## src/rtl/enc_pkg.sv

```systemverilog
// Shared types and constants for the 16-to-4 round-robin encoder.
// Sized to pair with the active-low 4x16 decoder path downstream.
package enc_pkg;
  localparam int N_REQ  = 16;
  localparam int CODE_W = 4;

  typedef logic [N_REQ-1:0]  req_t;
  typedef logic [CODE_W-1:0] code_t;

  typedef enum logic {
    IDLE  = 1'b0,
    OFFER = 1'b1
  } state_t;

  // Clearing the lowest set bit leaves something only if two or more were set.
  function automatic logic multi_hot(input req_t r);
    return |(r & (r - req_t'(1)));
  endfunction
endpackage

```

## src/rtl/enc8x3.sv

```systemverilog
// Combinational 8-to-3 priority encoder, lowest index wins, with any-active flag.
// Zero latency; no flow control.
module enc8x3 (
  input  logic [7:0] req,
  output logic [2:0] idx,
  output logic       any
);
  always_comb begin
    idx = '0;
    any = |req;
    for (int i = 7; i >= 0; i--) begin
      if (req[i]) idx = 3'(i);
    end
  end
endmodule

```

## src/rtl/enc16x4_rr.sv

```systemverilog
// Sequential 16-to-4 encoder, round-robin (RR_EN=1) or fixed priority; result one cycle after capture.
// valid/ready output: result held stable until accepted, back-to-back capture on the transfer edge.
module enc16x4_rr
  import enc_pkg::*;
#(
  parameter bit RR_EN = 1'b1
) (
  input  logic                clk,
  input  logic                rst_n,
  input  logic [N_REQ-1:0]    req_n,
  input  logic                ready,
  output logic                valid,
  output logic [CODE_W-1:0]   code,
  output logic                multi
);
  state_t state_q, state_d;
  code_t  ptr_q, ptr_d;
  code_t  code_q, code_d;
  logic   multi_q, multi_d;
  logic   valid_q, valid_d;

  req_t   req, mask, masked;
  code_t  ptr_nxt, sel_ptr, win, m_code, u_code;
  logic   xfer, any_req;

  logic [2:0] ml_idx, mh_idx, ul_idx, uh_idx;
  logic       ml_any, mh_any, ul_any, uh_any;

  assign req     = ~req_n;
  assign any_req = |req;
  assign xfer    = (state_q == OFFER) && ready;

  // A capture on the transfer edge must already arbitrate with the advanced pointer.
  assign ptr_nxt = RR_EN ? code_t'(code_q + 4'd1) : '0;
  assign sel_ptr = xfer ? ptr_nxt : ptr_q;
  assign mask    = {N_REQ{1'b1}} << sel_ptr;
  assign masked  = req & mask;

  enc8x3 u_mask_lo (.req(masked[7:0]),  .idx(ml_idx), .any(ml_any));
  enc8x3 u_mask_hi (.req(masked[15:8]), .idx(mh_idx), .any(mh_any));
  enc8x3 u_full_lo (.req(req[7:0]),     .idx(ul_idx), .any(ul_any));
  enc8x3 u_full_hi (.req(req[15:8]),    .idx(uh_idx), .any(uh_any));

  assign m_code = ml_any ? {1'b0, ml_idx} : {1'b1, mh_idx};
  assign u_code = ul_any ? {1'b0, ul_idx} : {1'b1, uh_idx};
  assign win    = (ml_any || mh_any) ? m_code : u_code;

  always_comb begin
    state_d = state_q;
    ptr_d   = ptr_q;
    code_d  = code_q;
    multi_d = multi_q;
    valid_d = valid_q;
    case (state_q)
      IDLE: begin
        if (any_req) begin
          code_d  = win;
          multi_d = multi_hot(req);
          valid_d = 1'b1;
          state_d = OFFER;
        end
      end
      OFFER: begin
        if (ready) begin
          ptr_d = ptr_nxt;
          if (any_req) begin
            code_d  = win;
            multi_d = multi_hot(req);
          end else begin
            valid_d = 1'b0;
            state_d = IDLE;
          end
        end
      end
      default: begin
        state_d = IDLE;
        valid_d = 1'b0;
      end
    endcase
  end

  always_ff @(posedge clk) begin
    if (!rst_n) begin
      state_q <= IDLE;
      ptr_q   <= '0;
      code_q  <= '0;
      multi_q <= 1'b0;
      valid_q <= 1'b0;
    end else begin
      state_q <= state_d;
      ptr_q   <= ptr_d;
      code_q  <= code_d;
      multi_q <= multi_d;
      valid_q <= valid_d;
    end
  end

  assign valid = valid_q;
  assign code  = code_q;
  assign multi = multi_q;
endmodule
```

## config.mk

```make
export PLATFORM = sky130hd
export DESIGN_NAME = enc16x4_rr
export DESIGN_NICKNAME = d
export VERILOG_FILES = /design/src/rtl/enc_pkg.sv /design/src/rtl/enc8x3.sv /design/src/rtl/enc16x4_rr.sv
export SDC_FILE = /design/constraint.sdc
export NUM_CORES = 1
export LEC_CHECK = 0
export BUFFER_PORTS_ARGS = -buffer_cell sky130_fd_sc_hd__clkbuf_2
export CAP_MARGIN = 20
export CORE_ASPECT_RATIO = 1.25
export CORE_MARGIN = 10
export CORE_UTILIZATION = 51
export CTS_BUF_LIST = sky130_fd_sc_hd__clkbuf_2 sky130_fd_sc_hd__clkbuf_4 sky130_fd_sc_hd__clkbuf_8
export DETAILED_ROUTE_END_ITERATION = 8
export GPL_ROUTABILITY_DRIVEN = 1
export PLACE_DENSITY = 0.8
export SLEW_MARGIN = 20
export SYNTH_ARGS = -nofsm -noshare
export SYNTH_HDL_FRONTEND = slang
export SYNTH_HIERARCHICAL = 1
export SYNTH_SLANG_ARGS = --single-unit
```

## constraint.sdc

```tcl
create_clock -name clk -period 2.51 [get_ports clk]
set_input_delay 0.3765 -clock clk [delete_from_list [all_inputs] [get_ports clk]]
set_output_delay 0.3765 -clock clk [all_outputs]
set_load 0.005 [all_outputs]
```

# Word-level counts from Yosys, hierarchy flattened
# Cells that the tools add are included.
[op_classes]
n_reduce_logical = 9
eq_ne = 3
shifts = 1
n_bitwise = 4
n_mux = 49
addsub = 2
[ops]
columns = ["operator", "n"]
rows = [
  ["3-bit two-way mux", 32],
  ["16-bit bitwise AND", 2],
  ["16-bit OR reduction", 2],
  ["4-bit two-way mux", 6],
  ["8-bit OR reduction", 3],
  ["16-bit NOT", 1],
  ["16-bit by 4-bit left shift with 16-bit output, first input constant", 1],
  ["16-bit by 1-bit subtractor with 16-bit output, second input constant", 1],
  ["4-bit case mux with 2 select lines", 1],
  ["1-bit two-way mux", 7],
  ["2-bit inequality test, second input constant", 3],
  ["1-bit case mux with 2 select lines", 3],
  ["4-bit by 1-bit adder with 4-bit output, second input constant", 1],
  ["3-bit AND reduction", 1],
  ["2-bit AND reduction", 1],
  ["1-bit logical AND", 1],
  ["1-bit logical OR", 1],
  ["1-bit NOT", 1],
]
[word_totals]
regBits = 11
wordCells = 73
out_inout_bits = 6
inputBits = 19

# Logic depth before layout (Yosys ltp)
# Gate-level depths: netlist of run 1.
[logic_depth]
ltp_word = 17
ltp_mapped = 12
depth_no_buf = 12

# Modules after synthesis
# The synthesis of run 1 kept the hierarchy.
[modules_own_cells]
columns = ["mod", "n_inst", "cells_each", "seq_area_each_um2", "area_each_um2"]
rows = [
  ["enc16x4_rr", 1, 128, 220.2, 909.6],
  ["enc8x3", 4, 13, 0.0, 81.3],
]

# Worst setup path before layout of run 1
# No wires, ideal clock.
[synth_path]
path_kind = "register to register"
start = "reg code_q[0] (netlist: code[0])"
end = "reg code_q[0] (netlist: code[0])"
setup_ns = 0.059
n_path_buf = 1
t_arrival_ns = 2.404
slack_ns = 0.046
synth_period_minus_slack_ns = 2.464
path_stages_with_launch = 12
cell_sequence = "dfxtp_1 > nand3_1 > xor2_1 > o21ai_0 > clkbuf_1 > a21oi_1 > nor4_2 > nand3_1 > nor2_1 > a21oi_1 > o211ai_1 > o211a_1"
[synth_lines]
columns = ["item", "line", "rtl"]
rows = [
  ["start, declared", "enc16x4_rr.sv:18", "code_t code_q, code_d;"],
  ["start signal, assigned", "enc16x4_rr.sv:92", "code_q <= code_d;"],
  ["4-bit by 1-bit adder with 4-bit output (*)", "enc16x4_rr.sv:34", "assign ptr_nxt = RR_EN ? code_t'(code_q + 4'd1) : '0;"],
  ["4-bit two-way mux (*)", "enc16x4_rr.sv:35", "assign sel_ptr = xfer ? ptr_nxt : ptr_q;"],
  ["16-bit by 4-bit left shift with 16-bit output (*)", "enc16x4_rr.sv:36", "assign mask = {N_REQ{1'b1}} << sel_ptr;"],
  ["16-bit bitwise AND (*)", "enc16x4_rr.sv:37", "assign masked = req & mask;"],
  ["via masked[12]", "enc16x4_rr.sv:22", "req_t req, mask, masked;"],
  ["8-bit OR reduction (*)", "enc8x3.sv:10", "any = |req;"],
  ["via mh_any", "enc16x4_rr.sv:27", "logic ml_any, mh_any, ul_any, uh_any;"],
  ["1-bit logical OR (*)", "enc16x4_rr.sv:46", "assign win = (ml_any || mh_any) ? m_code : u_code;"],
  ["4-bit two-way mux (*)", "enc16x4_rr.sv:46", ""],
  ["4-bit two-way mux (*)", "enc16x4_rr.sv:56, enc16x4_rr.sv:66", ""],
  ["4-bit two-way mux", "enc16x4_rr.sv:64", "if (ready) begin"],
  ["4-bit case mux with 2 select lines (*)", "enc16x4_rr.sv:54", "case (state_q)"],
]
# Mark *: on every way through the listed nets, which the timed path passes. The rest lies on a longest branch. The select of a mux whose other input is x is not followed.
# A chain may end at the register's enable or synchronous reset.

# Worst setup path in the final report of run 1
[layout_path]
start = "reg state_q"
end = "reg code_q[0] (netlist: code[0])"
[layout_lines]
columns = ["item", "line", "rtl"]
rows = [
  ["start, declared", "enc16x4_rr.sv:16", "state_t state_q, state_d;"],
  ["start signal, assigned", "enc16x4_rr.sv:90", "state_q <= state_d;"],
  ["1-bit logical AND (*)", "enc16x4_rr.sv:31", "assign xfer = (state_q == OFFER) && ready;"],
  ["4-bit two-way mux (*)", "enc16x4_rr.sv:35", ""],
  ["16-bit by 4-bit left shift with 16-bit output (*)", "enc16x4_rr.sv:36", ""],
  ["16-bit bitwise AND (*)", "enc16x4_rr.sv:37", ""],
  ["via masked[13]", "enc16x4_rr.sv:22", ""],
  ["8-bit OR reduction (*)", "enc8x3.sv:10", ""],
  ["via mh_any", "enc16x4_rr.sv:27", ""],
  ["1-bit logical OR (*)", "enc16x4_rr.sv:46", ""],
  ["4-bit two-way mux (*)", "enc16x4_rr.sv:46", ""],
  ["4-bit two-way mux (*)", "enc16x4_rr.sv:56, enc16x4_rr.sv:66", ""],
  ["4-bit two-way mux", "enc16x4_rr.sv:64", ""],
  ["4-bit case mux with 2 select lines (*)", "enc16x4_rr.sv:54", ""],
]
# Marked as above.

==> key figures, run 1 <==
Flow run
  – Max cap viols: 0

Min path
  – Worst min path class: in -> reg
  – Worst Hold Depth: 2

Global route
  – First-pass GRT wire length: between 6 and 7 mm
  – Tot GR Track Use: 15.8%
  – Initial antenna violation count: 0
  – Largest net degree at the start of global routing: 16
  – Vias in the first global route: around 1400
  – GRT overflow: 0

Synthesis
  – Mapped Cells: about 180
  – Mean Syn Cell Area: between 6 and 7 um2
  – Syn. warnings: 6
  – Syn_nets: 199
  – Synthesized cell area: around 1200 um2

Placed design
  – Port buffer count: 24
  – DP HPWL: 3.04 mm
  – Gpl congestion: between 0.8 and 0.9
  – Post-Place Cells: between 200 and 250
  – DP Worst Slack: -0.142 ns

Critical path
  – Worst Reg-to-Reg Cells: 11
  – Worst setup path start: state_q$_SDFF_PN0_
  – Worst stage delay on the critical path: between 0.4 and 0.5 ns
  – Crit path max-delay cell type: nor4_2
  – Cell with the most instances on the worst path: nor2_1
  – Crit-path leading delay family: simple AND/OR/NAND/NOR gates
  – CP Data Required Time: 2.73 ns
  – Critical path, cell by cell: nand2_4 > mux2i_2 > buf_4 > nor2_1 > a21oi_2 > nor4_2 > nand3_2 > nor2_1 > a21oi_1 > o211ai_1 > o211a_1
  – Crit path to: code[0]$_SDFFE_PN0P_
  – Worst setup EP type: flip-flop
  – CP Class: reg -> reg
  – Worst path depth: 11
  – Reg2Reg Capture Point: code[0]$_SDFFE_PN0P_
  – Crit path buf inv count: 1
  – Crit path max fanout: 9
  – Reg2Reg Launch Point: state_q$_SDFF_PN0_
  – Reg2Reg Setup Slack: 0.07 ns
  – Worst setup SP type: flip-flop
  – Worst Path Arrival: 2.65 ns

Floorplan
  – Die W: approximately 64 um
  – Die Height: approximately 75 um
  – Initial core utilization: roughly 54%
  – IO Count: 25
  – Core footprint: about 2300 um2
  – Rows: 19
  – Die footprint: around 4800 um2

Cells and area
  – Filler Cells Inserted: 207
  – Share of cells above drive strength 1: between 20 and 30%
  – Commonest cells after routing, fill and taps aside: clkbuf_2 (24), inv_1 (21), nor2_1 (21), a21oi_1 (15), buf_4 (13)
  – Layout Nets: 240
  – Layout area overhead: 28.6%
  – Final Non-Filler Cells: 250
  – Commonest non-fill, non-tap cell in the layout: clkbuf_2
  – N_diodes: 0

Routing
  – DRT antenna net count: 0
  – DRT Pass-1 Iters: 4
  – WL final: around 4.0 mm
  – Vias after detailed routing: around 1500
  – Initial drt markers: between 80 and 90
  – DRC: 0
  – WL/cell: between 15 and 20 um
  – Vias per std cell: 6.08

Timing
  – Slew Limit Fails: 0
  – Total negative setup slack: 0 ns
  – F_max: just over 400 MHz
  – Fin. Hold Viols: 0
  – Worst-margin pin slew: ~0.72 ns
  – Slew headroom: between 50% and 60%
  – Clk_skew: ~0.0096 ns
  – Hold slack: 0.423 ns
  – Crit share post-route: between 90% and 100%
  – Final setup viols: 0
  – Tmin final: approximately 2.4 ns
  – Final worst slack: ~0.072 ns

Clock tree
  – Worst skew pair latency: approximately 0.28 ns
  – Htree depth: 1
  – Number of buffers created by CTS: 3
  – Clock-pin slew on the worst setup and hold paths: 0.08 ns
  – Clock buffer depth: 2
  – CTS tree: built
  – CTS root buffer: clkbuf_4
  – CTS sink count: 11

Pwr
  – Power per cell area: 347 nW/um2
  – Power consumption: 0.549 mW
  – Pleak: ~0.74 nW
  – Peak supply drop: about 190 uV

Status
  – Status: completed
[flip-flops by register name, indices dropped and copies added (netlist names)]
register and flops:
code 4, valid 1, multi 1, state_q 1, ptr_q 4
[worst reg2reg max path, cell delays in order, from the launching register on]
cell	delay, ns
dfxtp_1	0.40
nand2_4	0.12
mux2i_2	0.21
buf_4	0.16
nor2_1	0.18
a21oi_2	0.10
nor4_2	0.41
nand3_2	0.21
nor2_1	0.16
a21oi_1	0.07
o211ai_1	0.19
o211a_1	0.17
[routing by layer]
metal  routed length (um)  vias up  track usage, %
li1                     -      743               -
met1                 1520      687            16.1
met2                 2040       71            28.1
met3                  238       18            3.56
met4                  149        0            11.9
met5                    0        -               0
[worst min-delay path by stage]
stage                            start            endpoint  slack (ns)
finish                           rst_n  state_q$_SDFF_PN0_        0.42
global route                     rst_n  state_q$_SDFF_PN0_        0.44
CTS                              rst_n  state_q$_SDFF_PN0_        0.43
detailed placement  valid$_SDFFE_PN0P_  valid$_SDFFE_PN0P_        0.52
global placement    valid$_SDFFE_PN0P_  valid$_SDFFE_PN0P_        0.51
floorplan                        rst_n  multi$_SDFFE_PN0P_        0.51
[metrics by stage]
stage                     utilization, %  area (um2)
after floorplan                        -        1230
after global placement              64.2        1450
after detailed placement            64.2        1450
after CTS                           65.7        1480
after global routing                70.0        1580
final                               70.0        1580
[layout make-up]
type	count	area (um2)	area share (%)
Clock buffer	4	30.0	1.90
Inverter	21	78.8	4.98
Multi-Input combinational cell	145	985	62.3
Sequential cell	11	220	13.9
Tap cell	31	38.8	2.45
Timing Repair Buffer	38	229	14.5
[power breakdown]
group          switching (mW)  internal, mW
sequential            0.00693         0.186
clock                  0.0630        0.0725
combinational           0.130        0.0907
[timing repair]
action	in CTS	in global routing
resized for setup	1	15
setup buffers	0	4
pin swaps	0	4
hold endpoints to repair	0	0
cloned	0	1
hold buffers	0	0
endpoints found under the setup margin	4	4
(Power assumes the default switching activity.)
==> run 2: changes to the inputs <==
GPL_TIMING_DRIVEN = 0   (was not set)
==> run 2 against run 1 <==
  * First-iteration DRC count up 50%
  * Clock skew down 0.0034 ns
  * Core utilization up 2.8 points
  * Cell count down 3.2%
  * Sequential cell count unchanged
  * Global-route usage down 0.82 points
  * Via count up 0.20%
  * Maximum frequency up 0.50%
  * Combinational power up 6%
==> key figures, run 2 (same netlist as run 1, synthesis figures left out) <==
Status
  – Status: completed

Clock tree
  – CTS sink count: 11 (unchanged)
  – CTS root buffer: clkbuf_4
  – Clock buffer depth: 2 (unchanged)
  – Worst skew pair latency: 0.27 ns (about the same)
  – Htree depth: 1 (unchanged)
  – Clock-pin slew on the worst setup and hold paths: 0.07 ns (about the same)
  – Number of buffers created by CTS: 3 (unchanged)
  – CTS tree: built

Critical path
  – CP Class: reg -> reg
  – Worst Reg-to-Reg Cells: 12 (+1)
  – Reg2Reg Setup Slack: 0.08 ns (about the same)
  – Worst path depth: 12 (+1)
  – Worst stage delay on the critical path: 0.36 ns (-0.05 ns)
  – CP Data Required Time: 2.67 ns (-0.06 ns)
  – Critical path, cell by cell: ha_2 > xnor2_2 > nor2_2 > a21oi_4 > o21ai_2 > a21oi_2 > nor2b_1 > o21bai_1 > o41ai_2 > a21oi_1 > o211ai_1 > o211a_1
  – Reg2Reg Launch Point: code[0]$_SDFFE_PN0P_
  – Worst setup SP type: flip-flop
  – Crit path max-delay cell type: dfxtp_4
  – Crit path max fanout: 7 (-2)
  – Crit path buf inv count: 0 (-1)
  – Crit-path leading delay family: compound AO/OA/AOI/OAI gates
  – Worst setup path start: code[0]$_SDFFE_PN0P_
  – Worst setup EP type: flip-flop
  – Reg2Reg Capture Point: code[0]$_SDFFE_PN0P_
  – Worst Path Arrival: 2.59 ns (-0.06 ns)
  – Crit path to: code[0]$_SDFFE_PN0P_

Pwr
  – Peak supply drop: 225 uV (+18%)
  – Power per cell area: 342 nW/um2 (-1.3%)
  – Pleak: 0.725 nW (-1.7%)

Routing
  – DRT Pass-1 Iters: 4 (unchanged)
  – WL/cell: 17.0 um (+7.7%)
  – Vias after detailed routing: 1522 (+0.20%)
  – Initial drt markers: 129 (+50%)
  – Vias per std cell: 6.29 (+3.5%)
  – WL final: 4.12 mm (+4.2%)
  – DRC: 0 (unchanged)
  – DRT antenna net count: 0 (unchanged)

Timing
  – Total negative setup slack: 0 ns (unchanged)
  – Clk_skew: 0.00620 ns (-0.00342 ns)
  – Crit share post-route: 96.6% (-0.48 points)
  – Tmin final: 2.43 ns (-0.0121 ns)
  – Slew headroom: 52.4% (+0.96 points)
  – Fin. Hold Viols: 0 (unchanged)
  – Slew Limit Fails: 0 (unchanged)
  – Worst-margin pin slew: 0.710 ns (-0.0144 ns)
  – Final worst slack: 0.0842 ns (+0.0121 ns)
  – F_max: 412 MHz (+0.50%)
  – Hold slack: 0.359 ns (-0.0640 ns)
  – Final setup viols: 0 (unchanged)

Floorplan
  – Rows: 19 (unchanged)
  – Die Height: 74.9 um (unchanged)
  – Die footprint: 4790 um2 (unchanged)
  – Initial core utilization: 54.5% (unchanged)
  – IO Count: 25 (unchanged)
  – Core footprint: 2260 um2 (unchanged)
  – Die W: 63.9 um (unchanged)

Global route
  – Initial antenna violation count: 0 (unchanged)
  – Largest net degree at the start of global routing: 11 (-5)
  – GRT overflow: 0 (unchanged)
  – Tot GR Track Use: 15.0% (-0.82 points)
  – Vias in the first global route: 1484 (+3.8%)
  – First-pass GRT wire length: 6.06 mm (-2.0%)

Placed design
  – DP HPWL: 2.94 mm (-3.2%)
  – Port buffer count: 24 (unchanged)
  – DP Worst Slack: -0.439 ns (-0.297 ns)
  – Gpl congestion: 0.914 (+5.4%)

Cells and area
  – Filler Cells Inserted: 180 (-13%)
  – Share of cells above drive strength 1: 32.2% (+3.9 points)
  – Commonest non-fill, non-tap cell in the layout: clkbuf_2
  – Commonest cells after routing, fill and taps aside: clkbuf_2 (24), inv_1 (21), nor2_1 (19), nand2_1 (10), a21oi_1 (10)
  – Fin util: 72.8% (+2.8 points)
  – Layout area overhead: 33.7%
  – Layout Nets: 232 (-3.3%)
  – N_diodes: 0 (unchanged)

Min path
  – Worst min path class: in -> reg

Flow run
  – Max cap viols: 0 (unchanged)
## run 2: changes by cell type in the layout (fill, tap and decap cells not counted), moves of 2 or more
cell / before / now
a21oi_4: 1 / 5
a21oi_1: 15 / 10
buf_4: 13 / 4
nor3_1: 4 / 2
dfxtp_1: 11 / 9
nor2_1: 21 / 19
## run 2: tightest hold or removal path, cell delays in order
cell	delay [ns]
clkbuf_2	0.08
o21ai_0	0.07
a31oi_1	0.04
## run 2: layer usage
layer | GRT usage (%) | routed length [um]
met2 | 26.9 | 2230
met5 | 0 | 0
met1 | 16.0 | 1560
met3 | 2.23 | 196
met4 | 10.5 | 137
## run 2: power breakdown
group	switching [mW]	internal, mW
clock	0.0581	0.0722
combinational	0.142	0.0926
sequential	0.0116	0.187
total	0.211	0.351
## run 2: area by class of cell
type | instances | area, um2 | share of cell area, %
plain buffers | 2 | 15.0 | 0.913
clock buffers | 4 | 30.0 | 1.83
inverters | 21 | 78.8 | 4.79
multi-input cells | 145 | 1110 | 67.3
flip-flops and latches | 11 | 225 | 13.7
well taps | 31 | 38.8 | 2.36
repair buffers | 28 | 150 | 9.13
## run 2: stage by stage
stage	cells	instance area, um2	total power, mW
final	242	1640	0.563
after global routing	242	1640	0.593
after CTS	238	1440	0.510
after detailed placement	234	1390	0.379
after global placement	234	1390	0.371
after floorplan	179	1230	0.314
## run 2: worst min path at each step
| stage | from | end | slack, ns | cells past startpoint |
|---|---|---|---|---|
| global placement | valid$_SDFFE_PN0P_ | valid$_SDFFE_PN0P_ | 0.51 | 1 |
| global route | rst_n | multi$_SDFFE_PN0P_ | 0.39 | 3 |
| detailed placement | valid$_SDFFE_PN0P_ | valid$_SDFFE_PN0P_ | 0.51 | 1 |
| finish | rst_n | multi$_SDFFE_PN0P_ | 0.36 | 3 |
| floorplan | rst_n | multi$_SDFFE_PN0P_ | 0.51 | 2 |
| CTS | rst_n | multi$_SDFFE_PN0P_ | 0.35 | 3 |
## run 2: timing repair
item / CTS / global route
gates resized for setup: 6 / 40
pin swaps: 1 / 11
setup buffers: 0 / 5
hold buffers: 0 / 0
setup endpoints to repair: 4 / 4
cloned: 0 / 0
